===== src/rtl/eth_rx_pkg.sv =====
// Shared definitions for the Ethernet receive path: deframer state encoding,
// preamble/SFD nibble values and default frame-length limits.
package eth_rx_pkg;

    typedef enum logic [1:0] {
        IDLE = 2'd0,
        PRE  = 2'd1,
        DATA = 2'd2,
        DROP = 2'd3
    } rx_state_e;

    localparam logic [3:0] PRE_NIB    = 4'h5;
    localparam logic [3:0] SFD_HI_NIB = 4'hD;

    localparam int DEF_MIN_LEN     = 64;
    localparam int DEF_MAX_LEN     = 1518;
    localparam int DEF_MAX_PRE_NIB = 15;

endpackage


===== src/rtl/mii_rx_deframer.sv =====
// MII receive deframer: strips preamble/SFD, packs nibbles into bytes (low nibble
// first) and emits a byte stream with sof/eof markers, length/error flags and counters.
module mii_rx_deframer
    import eth_rx_pkg::*;
#(
    parameter int MIN_LEN     = DEF_MIN_LEN,
    parameter int MAX_LEN     = DEF_MAX_LEN,
    parameter int MAX_PRE_NIB = DEF_MAX_PRE_NIB
) (
    input  logic        clock,
    input  logic        reset,
    input  logic        io_mii_ce,
    input  logic        io_mii_en,
    input  logic [3:0]  io_mii_data,
    output logic        io_out_valid,
    output logic [7:0]  io_out_data,
    output logic        io_out_sof,
    output logic        io_out_eof,
    output logic        io_out_err,
    output logic [15:0] io_frame_len,
    input  logic        io_cnt_clr,
    output logic [31:0] io_good_count,
    output logic [31:0] io_err_count
);

    localparam int              PRE_W     = $clog2(MAX_PRE_NIB + 2);
    localparam logic [PRE_W-1:0] MAX_PRE_L = PRE_W'(MAX_PRE_NIB);
    localparam logic [15:0]     MIN_LEN_L = 16'(MIN_LEN);
    localparam logic [15:0]     MAX_LEN_L = 16'(MAX_LEN);

    rx_state_e        state_q, state_d;
    logic [PRE_W-1:0] pre_cnt_q, pre_cnt_d;
    logic             phase_q, phase_d;        // 1: low nibble held, waiting for high
    logic [3:0]       lo_nib_q, lo_nib_d;
    logic             pend_q, pend_d;          // one-byte holdback so eof marks the true last byte
    logic [7:0]       pend_data_q, pend_data_d;
    logic             first_q, first_d;
    logic [15:0]      len_q, len_d;

    logic             out_valid_q, out_valid_d;
    logic [7:0]       out_data_q, out_data_d;
    logic             out_sof_q, out_sof_d;
    logic             out_eof_q, out_eof_d;
    logic             out_err_q, out_err_d;
    logic [15:0]      frame_len_q, frame_len_d;
    logic [31:0]      good_cnt_q, good_cnt_d;
    logic [31:0]      err_cnt_q, err_cnt_d;

    logic             good_inc;
    logic             err_inc;
    logic             frame_bad;

    always_ff @(posedge clock) begin
        if (!reset) begin
            state_q     <= DROP;
            pre_cnt_q   <= '0;
            phase_q     <= 1'b0;
            lo_nib_q    <= '0;
            pend_q      <= 1'b0;
            pend_data_q <= '0;
            first_q     <= 1'b0;
            len_q       <= '0;
            out_valid_q <= 1'b0;
            out_data_q  <= '0;
            out_sof_q   <= 1'b0;
            out_eof_q   <= 1'b0;
            out_err_q   <= 1'b0;
            frame_len_q <= '0;
            good_cnt_q  <= '0;
            err_cnt_q   <= '0;
        end else begin
            state_q     <= state_d;
            pre_cnt_q   <= pre_cnt_d;
            phase_q     <= phase_d;
            lo_nib_q    <= lo_nib_d;
            pend_q      <= pend_d;
            pend_data_q <= pend_data_d;
            first_q     <= first_d;
            len_q       <= len_d;
            out_valid_q <= out_valid_d;
            out_data_q  <= out_data_d;
            out_sof_q   <= out_sof_d;
            out_eof_q   <= out_eof_d;
            out_err_q   <= out_err_d;
            frame_len_q <= frame_len_d;
            good_cnt_q  <= good_cnt_d;
            err_cnt_q   <= err_cnt_d;
        end
    end

    always_comb begin
        state_d     = state_q;
        pre_cnt_d   = pre_cnt_q;
        phase_d     = phase_q;
        lo_nib_d    = lo_nib_q;
        pend_d      = pend_q;
        pend_data_d = pend_data_q;
        first_d     = first_q;
        len_d       = len_q;
        // Pulse outputs drop on every cycle unless an emit below re-asserts them.
        out_valid_d = 1'b0;
        out_data_d  = out_data_q;
        out_sof_d   = 1'b0;
        out_eof_d   = 1'b0;
        out_err_d   = 1'b0;
        frame_len_d = '0;
        good_inc    = 1'b0;
        err_inc     = 1'b0;
        frame_bad   = phase_q | (len_q < MIN_LEN_L) | (len_q > MAX_LEN_L);

        if (io_mii_ce) begin
            unique case (state_q)
                IDLE: begin
                    if (io_mii_en) begin
                        if (io_mii_data == PRE_NIB) begin
                            state_d   = PRE;
                            pre_cnt_d = PRE_W'(1);
                        end else begin
                            state_d = DROP;
                        end
                    end
                end

                PRE: begin
                    if (!io_mii_en) begin
                        state_d = IDLE;
                    end else if (io_mii_data == PRE_NIB) begin
                        if (pre_cnt_q >= MAX_PRE_L) begin
                            state_d = DROP;
                        end else begin
                            pre_cnt_d = pre_cnt_q + PRE_W'(1);
                        end
                    end else if (io_mii_data == SFD_HI_NIB && pre_cnt_q != '0) begin
                        state_d = DATA;
                        phase_d = 1'b0;
                        len_d   = '0;
                        first_d = 1'b1;
                        pend_d  = 1'b0;
                    end else begin
                        state_d = DROP;
                    end
                end

                DATA: begin
                    if (io_mii_en) begin
                        if (!phase_q) begin
                            lo_nib_d = io_mii_data;
                            phase_d  = 1'b1;
                        end else begin
                            phase_d = 1'b0;
                            if (pend_q) begin
                                out_valid_d = 1'b1;
                                out_data_d  = pend_data_q;
                                out_sof_d   = first_q;
                                first_d     = 1'b0;
                            end
                            pend_d      = 1'b1;
                            pend_data_d = {io_mii_data, lo_nib_q};
                            if (len_q != 16'hFFFF) begin
                                len_d = len_q + 16'd1;
                            end
                        end
                    end else begin
                        state_d = IDLE;
                        phase_d = 1'b0;
                        pend_d  = 1'b0;
                        if (pend_q) begin
                            out_valid_d = 1'b1;
                            out_data_d  = pend_data_q;
                            out_sof_d   = first_q;
                            out_eof_d   = 1'b1;
                            out_err_d   = frame_bad;
                            frame_len_d = len_q;
                            good_inc    = !frame_bad;
                            err_inc     = frame_bad;
                        end else begin
                            // SFD seen but no complete byte: count as error, emit nothing.
                            err_inc = 1'b1;
                        end
                    end
                end

                DROP: begin
                    if (!io_mii_en) begin
                        state_d = IDLE;
                    end
                end

                default: state_d = DROP;
            endcase
        end

        if (io_cnt_clr) begin
            good_cnt_d = '0;
            err_cnt_d  = '0;
        end else begin
            good_cnt_d = good_cnt_q + {31'd0, good_inc};
            err_cnt_d  = err_cnt_q + {31'd0, err_inc};
        end
    end

    assign io_out_valid  = out_valid_q;
    assign io_out_data   = out_data_q;
    assign io_out_sof    = out_sof_q;
    assign io_out_eof    = out_eof_q;
    assign io_out_err    = out_err_q;
    assign io_frame_len  = frame_len_q;
    assign io_good_count = good_cnt_q;
    assign io_err_count  = err_cnt_q;

endmodule


===== config.mk =====
export PLATFORM = sky130hd
export DESIGN_NAME = mii_rx_deframer
export DESIGN_NICKNAME = d
export VERILOG_FILES = /design/src/rtl/eth_rx_pkg.sv /design/src/rtl/mii_rx_deframer.sv
export SDC_FILE = /design/constraint.sdc
export NUM_CORES = 1
export LEC_CHECK = 0
export CORE_MARGIN = 3
export CORE_UTILIZATION = 55
export DETAILED_ROUTE_END_ITERATION = 6
export PLACE_DENSITY = 0.86
export SYNTH_ARGS = -nofsm -noshare
export SYNTH_HDL_FRONTEND = slang
export SYNTH_SLANG_ARGS = --single-unit

===== constraint.sdc =====
create_clock -name clock -period 5.96 [get_ports clock]
set_clock_uncertainty 0.1 [all_clocks]
set_input_delay 1.49 -clock clock [delete_from_list [all_inputs] [get_ports clock]]
set_output_delay 1.49 -clock clock [all_outputs]
set_load 0.1 [all_outputs]

# After elaboration in Yosys (flattened, before gate mapping)
# Cells that the tools add are included.
# op_classes
div,0
n_shift,0
n_mux,54
n_mul,0
magnitude_cmp,3
bitwise_logic,7
reduce_logical,20
n_eq_ne,21
n_addsub,4
# op_table
cell,n
$mux W16,6
$add A32 B1 Y32,2
$pmux W16 S2,1
$mux W1,28
$mux W5,5
$mux W8,3
$ne A2 B2 Y1 const B,12
$add A16 B1 Y16 const B,1
$gt A16 B11 Y1 const B,1
$lt A16 B7 Y1 const B,1
$ne A16 B16 Y1 const B,1
$reduce_and A8 Y1,2
$mux W2,6
$reduce_and A4 Y1,3
$pmux W5 S2,1
$reduce_and A7 Y1,1
$pmux W1 S2,3
$pmux W2 S3,1
$reduce_and A3 Y1,2
$reduce_and A6 Y1,1
$add A5 B1 Y5 const B,1
$ge A5 B4 Y1 const B,1
$not A1 Y1,5
$reduce_and A5 Y1,1
16 further kinds,20
# word_totals
rom_bits,0
register_bits,130
latch_bits,0
memories,0
output_inout_bits,92
ram_bits,0
in_bits,9

# Depth between registers and ports, before layout
# logic_depth
ltp_word,9
mapped_depth,13

# Worst setup path after synthesis
# No wires, ideal clock.
# synth_timing
kind,input port to flip-flop
start,input port io_mii_ce
end,"register good_cnt_q[26], in the netlist io_good_count[26]"
setup_slack_ps,2121
arrival_ps,3611
required_ps,5732
path_stages,11
n_path_buf,1
cell_sequence,buf_2 -> nand2_1 -> nor2_1 -> and3_1 -> ha_1 -> ha_1 -> nand2_1 -> or4_4 -> nor4_1 -> xnor2_1 -> nor2_1
# synth_between
elab_chain_cells,2
# synth_lines
element,line_no,source
from (decl),mii_rx_deframer.sv:12,"input logic io_mii_ce,"
$mux W1,mii_rx_deframer.sv:111,if (io_mii_ce) begin
$add A32 B1 Y32,mii_rx_deframer.sv:197,"good_cnt_d = good_cnt_q + {31'd0, good_inc};"
to (signal assigned),mii_rx_deframer.sv:86,good_cnt_q <= good_cnt_d;
to (decl),mii_rx_deframer.sv:46,"logic [31:0] good_cnt_q, good_cnt_d;"
# No other way between the ends.
# A chain may end at the register's enable or synchronous reset.

# Final worst setup path
# layout_timing
start,input port io_mii_ce
end,"register good_cnt_q[20], in the netlist io_good_count[20]"
# The elaborated chain is that of the path after synthesis.

==> impl_metrics.csv <==
group,metric,value,unit
run_status,status,"complete, no violations",
clock_network,clkSlewWorstSetupHoldPaths,0.06,ns
clock_network,cts_tree,"yes",
floorplan,coreArea,9910,sq um
floorplan,dieArea,11600,sq um
grt,grt_overflow,0,
synthesis,yosys.cell_count.top_type,"dfxtp_1",
clock_network,clock_path_buffers,2,
timing,rsz0062_at_grt,"no",
clock_network,ctsRootBufferMaster,"clkbuf_8",
detailed_routing,antenna_left,0,
timing,final_max_slew_viol_count,0,
worst_setup_path,r2r-start,"len_q[2]$_SDFFE_PN0P_",
synthesis,ys_seq_area_frac,0.457,
synthesis,synth_area_leaders,"dfxtp_1, nor2_1, xnor2_1",
worst_setup_path,crit_path_end_kind,"register",
grt,grt.total_usage,0.240,
timing,finalSetupViolations,0,
detailed_routing,remaining_drc_errors,0,
clock_network,ctsHoldBuffers,0,
synthesis,async_reset_ff_frac,0,
floorplan,num_rows,36,
timing,tns,0,ns
synthesis,ys_ff_latch,130,
synthesis,syn-num-nets,660,
flow_run,cap_violations,0,
synthesis,synth_top_cell_area_share,0.457,
finish,fin_nets,748,
place,port_buffers,100,
timing,hold_slack,0.359,ns
worst_setup_path,r2r-end,"io_good_count[20]$_SDFF_PP0_",
worst_setup_path,crit_path_end,"io_good_count[20]$_SDFF_PP0_",
detailed_routing,drt_wl_total,13.6,mm
hold_path,worstHoldPathType,"register to register",
synthesis,synth_flop_cell,"dfxtp_1",
timing,period_needed,4.28,ns
timing,worst_pin_slew,1.25,ns
grt,grt_max_degree,61,
synthesis,syn-cell-area,5690,sq um
grt,grt_pass1_vias,4716,
synthesis,synth_cell_types,57,
worst_setup_path,worstPathArrival,4.53,ns
worst_setup_path,crit_required,6.20,ns
synthesis,syn_avg_cell_area,8.85,sq um
finish,final_area,7380,sq um
hold_path,hold_path_depth,2,
finish,final_util,0.744,
worst_setup_path,cp_max_fo,10,
power,fin_total_pwr,2.03,mW
timing,hold_viol_final,0,
power,power_density,275,nW/um^2
clock_network,cts_setup_buffers,0,
power,power.leakage,2.48,nW
detailed_routing,dr_total_vias,5036,
place,gp_congestion,0.889,
synthesis,yosys-top-cells-count,"dfxtp_1, nor2_1, nand2_1, xnor2_1",
timing,fmax,0.233,GHz
finish,ff_latch_area,2600,sq um
clock_network,cts_resized,0,
synthesis,synth-edff-count,0,
detailed_routing,drt-pass1-iter-count,4,
clock_network,clkSinkCount,130,
place,post-place-ws,1.30,ns
detailed_routing,drt_iter0_drc,266,
detailed_routing,wl_per_cell,15.5,um
place,placed_cells,845,
place,dpl.hpwl,8.98,mm
timing,slew-limit-headroom,0.170,
floorplan,chipHeight,108,um
grt,grt_pass1_wl,22.7,mm
worst_setup_path,startpoint,"io_mii_ce",
clock_network,cts.htree.levels,4,
detailed_routing,routed_via_density,5.74,
power,ir_drop,0.000186,V
synthesis,yosysTopAreaCell,"dfxtp_1",
worst_setup_path,r2r_cells,12,
floorplan,initial_core_util,0.574,
timing,period_share,0.719,
finish,drive_above_1_share,0.0833,
worst_setup_path,r2r_slack,2.07,ns
clock_network,clk_latency,0.51,ns
grt,grt_antenna_before_repair,0,
finish,area_growth,29.6,%
floorplan,die_x,108,um
floorplan,ios,101,
place,placed_area,6730,sq um
timing,setup_ws,1.68,ns
clock_network,numCtsBuffers,17,
finish,nFillCells,710,
finish,final-instance-count-excl-fill,877,
worst_setup_path,path_class,"input port to register",
worst_setup_path,start_kind,"input port",
synthesis,yosysWarnings,0,
finish,multi_input_area,2900,sq um
finish,diodes,0,
synthesis,synth_cells,643,
-- critical path, stage by stage --
cell and delay, ns:
clkdlybuf4s50_1 0.65, nand2_1 0.09, nor2_1 0.21, and3_1 0.19, ha_1 0.21, ha_1 0.31, nand2_1 0.11, nor4_1 0.73
nand3_1 0.23, xor2_1 0.24, nor2_1 0.06
-- metal layers --
| metal | GRT usage | share of wire |
|---|---|---|
| met1 | 0.301 | 0.43 |
| met2 | 0.417 | 0.51 |
| met3 | 0.0570 | 0.057 |
| met4 | 0.0568 | 0.0055 |
| met5 | 0 | 0 |
-- placed cells by master, fill, tap and decap left out, drive strengths merged, types with 14 or more instances in the layout --
cell,synthesis,final
and2,23,23
dfxtp,130,130
mux2i,14,14
nand4,20,20
clkdlybuf4s50,0,100
a21oi,32,32
clkbuf,23,21
nor2,87,87
and3,15,15
xor2,19,19
inv,13,14
nand3,31,31
nor4,20,20
nand2,49,49
o21ai,29,29
nor3,19,19
xnor2,33,33
-- where the power goes --
group	internal (mW)	total (mW)	switching, mW
combinational	0.0139	0.0431	0.0292
clock	0.727	1.11	0.382
sequential	0.871	0.874	0.00320
-- area by class of cell --
cell class | count | share of cell area
clock buffers | 21 | 0.0636
clock inverters | 11 | 0.0237
inverters | 14 | 0.00712
multi-input cells | 467 | 0.393
flip-flops and latches | 130 | 0.353
well taps | 133 | 0.0226
repair buffers | 101 | 0.137
-- cells by family after synthesis --
family / count (synthesis) / share of synthesized area
buf+inv: 46 / 0.0334
fa+ha+maj: 8 / 0.0176
mux: 14 / 0.0246
xor+xnor: 52 / 0.0800
simple gates: 301 / 0.286
compound gates: 92 / 0.101
flops: 130 / 0.457
-- sequential cells by signal, summed over array words and instances (netlist names) --
name / flops
len_q: 16
phase_q: 1
io_out_err: 1
lo_nib_q: 4
io_out_eof: 1
pend_data_q: 8
io_out_valid: 1
io_good_count: 32
io_frame_len: 16
state_q: 2
first_q: 1
io_err_count: 32
io_out_data: 8
pre_cnt_q: 5
io_out_sof: 1
pend_q: 1
-- worst min path at each step --
stage / start / to / slack, ns
3_3_place_gp: lo_nib_q[1]$_SDFFE_PN0P_ / pend_data_q[1]$_SDFFE_PN0P_ / 0.35
3_5_place_dp: lo_nib_q[2]$_SDFFE_PN0P_ / pend_data_q[2]$_SDFFE_PN0P_ / 0.35
2_1_floorplan: lo_nib_q[0]$_SDFFE_PN0P_ / pend_data_q[0]$_SDFFE_PN0P_ / 0.33
4_1_cts: lo_nib_q[0]$_SDFFE_PN0P_ / pend_data_q[0]$_SDFFE_PN0P_ / 0.36
5_1_grt: lo_nib_q[3]$_SDFFE_PN0P_ / pend_data_q[3]$_SDFFE_PN0P_ / 0.38
6_report: pend_data_q[0]$_SDFFE_PN0P_ / pend_data_q[0]$_SDFFE_PN0P_ / 0.36
(Power assumes the default switching activity.)
==> RTL edit 1: new RTL, config.mk and constraints unchanged <==
Set the package constant `DEF_MAX_PRE_NIB` to 16 (it was 15).
--- a/src/rtl/eth_rx_pkg.sv
+++ b/src/rtl/eth_rx_pkg.sv
@@ -16,3 +16,3 @@
     localparam int DEF_MAX_LEN     = 1518;
-    localparam int DEF_MAX_PRE_NIB = 15;
+    localparam int DEF_MAX_PRE_NIB = 16;
 
Behaviour: no difference found for any inputs over 4 cycles, from zero or initial values and one cycle with reset low; that may be too few to reach the edited logic, so the function may still have changed.
==> RTL edit 1 against the unedited design <==
  * Synthesized area fell by 3.5%
  * Count of clock-buffer cells in the layout fell by 3
  * Die area fell by 3.3%
  * Sequential share of layout area rose by 1.4 points
  * Maximum frequency rose by 5.7%
  * Wire length fell by 5.4%
  * Largest cell class unchanged
  * Worst setup slack improved by 0.23 ns
  * Power fell by 5.2%
  * Clock power fell by 9%
  * Sequential cell count did not move
  * Critical endpoint is now io_good_count[26]
  * Final area fell by 3.8%
==> RTL edit 1: results (changes against the unedited design) <==
metric,value,unit,change
vias,4773,,-5.2%
netlist.area_leader.share,47.38,%,+1.7 points
synth_fa_ha_area_share,1.595,%,-0.16 points
status,completed,,
yosysSeqAreaShare,47.38,%,+1.7 points
drtPass1Iterations,5,,+1
synthTopCellsByArea,"dfxtp_1, nor2_1, xor2_1",,
finalInstanceArea,7099,um^2,-3.8%
pre_cts_slack,1.475,ns,+0.1768 ns
synth_cell_type_count,50,,-12%
synth_compound_area_share,7.540,%,-2.6 points
p_int,1494,uW,-7.3%
muxShareOfSynthArea,4.009,%,+1.5 points
gp_congestion,0.8683,,-2.4%
synth_xor_area_share,9.089,%,+1.1 points
first_iter_violations,278,,+4.5%
leakagePower,0.002602,uW,+4.9%
pg_seq,875,uW,about the same
drive_gt1_share,6.311,%,-2.0 points
syn_nets,626,,-5.2%
area_growth,29.25,%,
drt-vias-per-instance,5.669,,-1.3%
irDropWorstVdd,188.6,uV,+1.4%
crit_slowest_cell,clkdlybuf4s50_1,,
first_global_vias,4627,,-1.9%
signal_buffers,100,,-0.99%
powerDensity,270.6,nW/um^2,-1.5%
synth_top_cells_by_count,"dfxtp_1, nor2_1, xor2_1",,
multi_input_area_share,38.24,%,-1.1 points
wl,12880,um,-5.4%
seq_cells,130,,unchanged
num-fill-cells,689,,-3.0%
grt_usage,23.21,%,-0.82 points
max_stage_delay,0.70,ns,-0.03 ns
n_clock_buffer,18,,-14%
place_area,6518,um^2,-3.2%
final_nets,716,,-4.3%
dp_hpwl,8802,um,-2.0%
worstMarginPinSlew,1.154,ns,-0.09166 ns
==> RTL edit 1: cell count changes after synthesis, moves of 7 or more <==
cell | before | now
a21oi_1 | 31 | 10
clkbuf_1 | 23 | 13
mux2i_1 | 14 | 22
nand2_1 | 48 | 34
nand4_1 | 17 | 29
nor2_1 | 87 | 102
nor4_1 | 15 | 8
o21ai_1 | 1 | 9
o31ai_1 | 9 | 0
xnor2_1 | 33 | 18
xor2_1 | 19 | 39
==> RTL edit 1: path summary, 6_finish.rpt <==
kind	from	endpoint	slack [ns]	depth (start not counted)
min	lo_nib_q[0]	lo_nib_q[0]	0.40	2
max reg2reg	len_q[12]	io_good_count[26]	2.22	10
max	io_mii_ce	io_good_count[26]	1.91	11
min reg2reg	lo_nib_q[0]	lo_nib_q[0]	0.40	2
==> RTL edit 1: per-layer routing <==
metal  vias to the layer above  track usage [%]  wire, um
met2                       174            41.80      6531
met1                      2259            26.06      5311
li1                       2302                -         -
met4                         0            9.528       345
met5                         -                0         0
met3                        38            5.889       691
==> RTL edit 2: new RTL, same settings <==
Without the edit above. Re-encode `rx_state_e` (4 states) as Gray code, 2 bits wide.
--- a/src/rtl/eth_rx_pkg.sv
+++ b/src/rtl/eth_rx_pkg.sv
@@ -5,6 +5,6 @@
     typedef enum logic [1:0] {
-        IDLE = 2'd0,
-        PRE  = 2'd1,
-        DATA = 2'd2,
-        DROP = 2'd3
+        IDLE = 2'b00,
+        PRE  = 2'b01,
+        DATA = 2'b11,
+        DROP = 2'b10
     } rx_state_e;
Formal check against the unedited RTL: same outputs for any inputs over 4 cycles, from zero or initial values and one cycle with reset low; so few cycles prove little.
==> RTL edit 2 against the unedited design <==
  * Wire length fell by 0.18%
  * Sequential power is 0.5% lower
  * Critical endpoint is now io_good_count[31]
  * Sequential share of layout area up 0.61 points
  * Via count down 1.6%
  * Combinational power down 37%
  * Sequential cell count did not move
  * Largest cell class unchanged
  * Synthesized area down 2.3%
  * Power shrank 3.2%
  * Worst setup slack lost 0.26 ns
  * Worst hold slack improved by 0.037 ns
  * Final area shrank 1.7%
  * Register-to-register slack worse by 0.08 ns
==> RTL edit 2: results (changes against the unedited design) <==
metric,value,unit,change
first_iter_violations,314,,+18%
first_global_vias,4859,,+3.0%
synth_top_cells_by_count,"dfxtp_1, nor2_1, nand2_1",,
grt_usage,24.45,%,+0.41 points
clk_latency,0.51,ns,about the same
leakagePower,0.002593,uW,+4.5%
wl,13580,um,-0.18%
vias,4953,,-1.6%
num-fill-cells,708,,-0.28%
drive_gt1_share,6.011,%,-2.3 points
worstMarginPinSlew,1.170,ns,-0.07541 ns
synthTopCellsByArea,"dfxtp_1, nor2_1, xnor2_1",,
dp_hpwl,9306,um,+3.6%
ys_async_sr_fraction,0,%,unchanged
gp_congestion,0.8710,,-2.1%
synth_cell_type_count,51,,-11%
pre_cts_slack,0.9633,ns,-0.3352 ns
endpoint,io_good_count[31],,
final_nets,736,,-1.6%
status,completed,,
yosysSeqAreaShare,46.80,%,+1.1 points
irDropWorstVdd,194.5,uV,+4.5%
drtPass1Iterations,5,,+1
place_area,6633,um^2,-1.5%
grt_first_pass_wirelength,22660,um,-0.19%
ff2ff_setup_slack,1.99,ns,-0.08 ns
rr_startpoint,phase_q,,
r2r_end,io_good_count[31],,
hp-class,reg2reg,,
cp_max_fo,18,,+8
cp.arrival,4.87,ns,+0.34 ns
fin_ws,1.413,ns,-0.2644 ns
syn_nets,646,,-2.1%
grt_max_degree,61,,unchanged
r2r_cells,11,,-1
==> RTL edit 2: cell types whose count changed after synthesis, moves of 5 or more <==
cell      unedited run  this run
clkbuf_1            23        28
mux2i_1             14        22
buf_2                8         3
and2_1              22        11
a21oi_1             31        23
or4_1                2         8
and3_1              12        24
xnor2_1             33        27
nand2_1             48        34
==> RTL edit 2: routing by layer <==
layer | vias to the layer above | routed length (um) | share of wire [%] | global-route usage (%)
met3 | 27 | 767 | 5.6 | 5.343
met5 | - | 0 | 0 | 0
met2 | 174 | 6966 | 51 | 44.34
met1 | 2338 | 5588 | 41 | 27.83
met4 | 0 | 261 | 1.9 | 9.680
li1 | 2414 | - | - | -
==> RTL edit 2: critical path: stages <==
cell and delay, ns:
clkdlybuf4s50_1 0.60, nor2b_1 0.25, and3_1 0.50, and2_1 0.24, ha_1 0.29, nand4_1 0.14, buf_4 0.20, or4_1 0.60
or3_1 0.41, a21oi_1 0.15
==> RTL edit 2: area by class of cell <==
class / count / area [um^2] / share of cell area, %
clock buffers: 19 / 441.7 / 6.091
flip-flops and latches: 130 / 2603 / 35.89
repair buffers: 104 / 1031 / 14.22
clock inverters: 13 / 176.4 / 2.433
multi-input cells: 450 / 2773 / 38.24
well taps: 133 / 166.4 / 2.295
inverters: 16 / 60.06 / 0.8283
==> RTL edit 2: how the worst min path moves through the flow <==
stage,endpoint,start,cells past startpoint,slack (ns)
after floorplan,io_out_sof,first_q,1,0.33
after CTS,pend_data_q[5],pend_data_q[5],2,0.40
after detailed placement,lo_nib_q[3],lo_nib_q[3],2,0.38
after global placement,pend_data_q[0],lo_nib_q[0],2,0.37
after global routing,io_out_data[4],pend_data_q[4],2,0.42
final,pend_data_q[5],pend_data_q[5],2,0.40
==> RTL edit 2: cells by family (layout without fill, tap and decap cells) <==
group | count (synthesis) | after routing | share of synthesized area, %
adders and majority gates | 8 | 8 | 1.800
buffers and inverters | 49 | 152 | 3.375
DFF | 130 | 130 | 46.80
xor gates and xnor gates | 50 | 50 | 7.876
AOI/OAI and AO/OA | 83 | 83 | 9.339
muxes | 22 | 22 | 3.960
and+or+nand+nor | 287 | 287 | 26.85
==> RTL edit 2: through the flow <==
| step | total power, uW | hold slack, ns | std cells |
|---|---|---|---|
| after floorplan | 904.3 | 0.3298 | 629 |
| final | 1962 | 0.3958 | 865 |
| after global placement | 915.6 | 0.3711 | 833 |
| after CTS | 1975 | 0.4027 | 865 |
| after detailed placement | 916.4 | 0.3796 | 833 |
| after global routing | 2018 | 0.4243 | 865 |
==> RTL edit 2: report_power, final <==
group          switching [uW]  internal, uW  leakage [uW]
clock network             397           667      0.000293
logic                    18.8          8.36       0.00125
registers               0.916           869       0.00105
total                     417          1540       0.00259
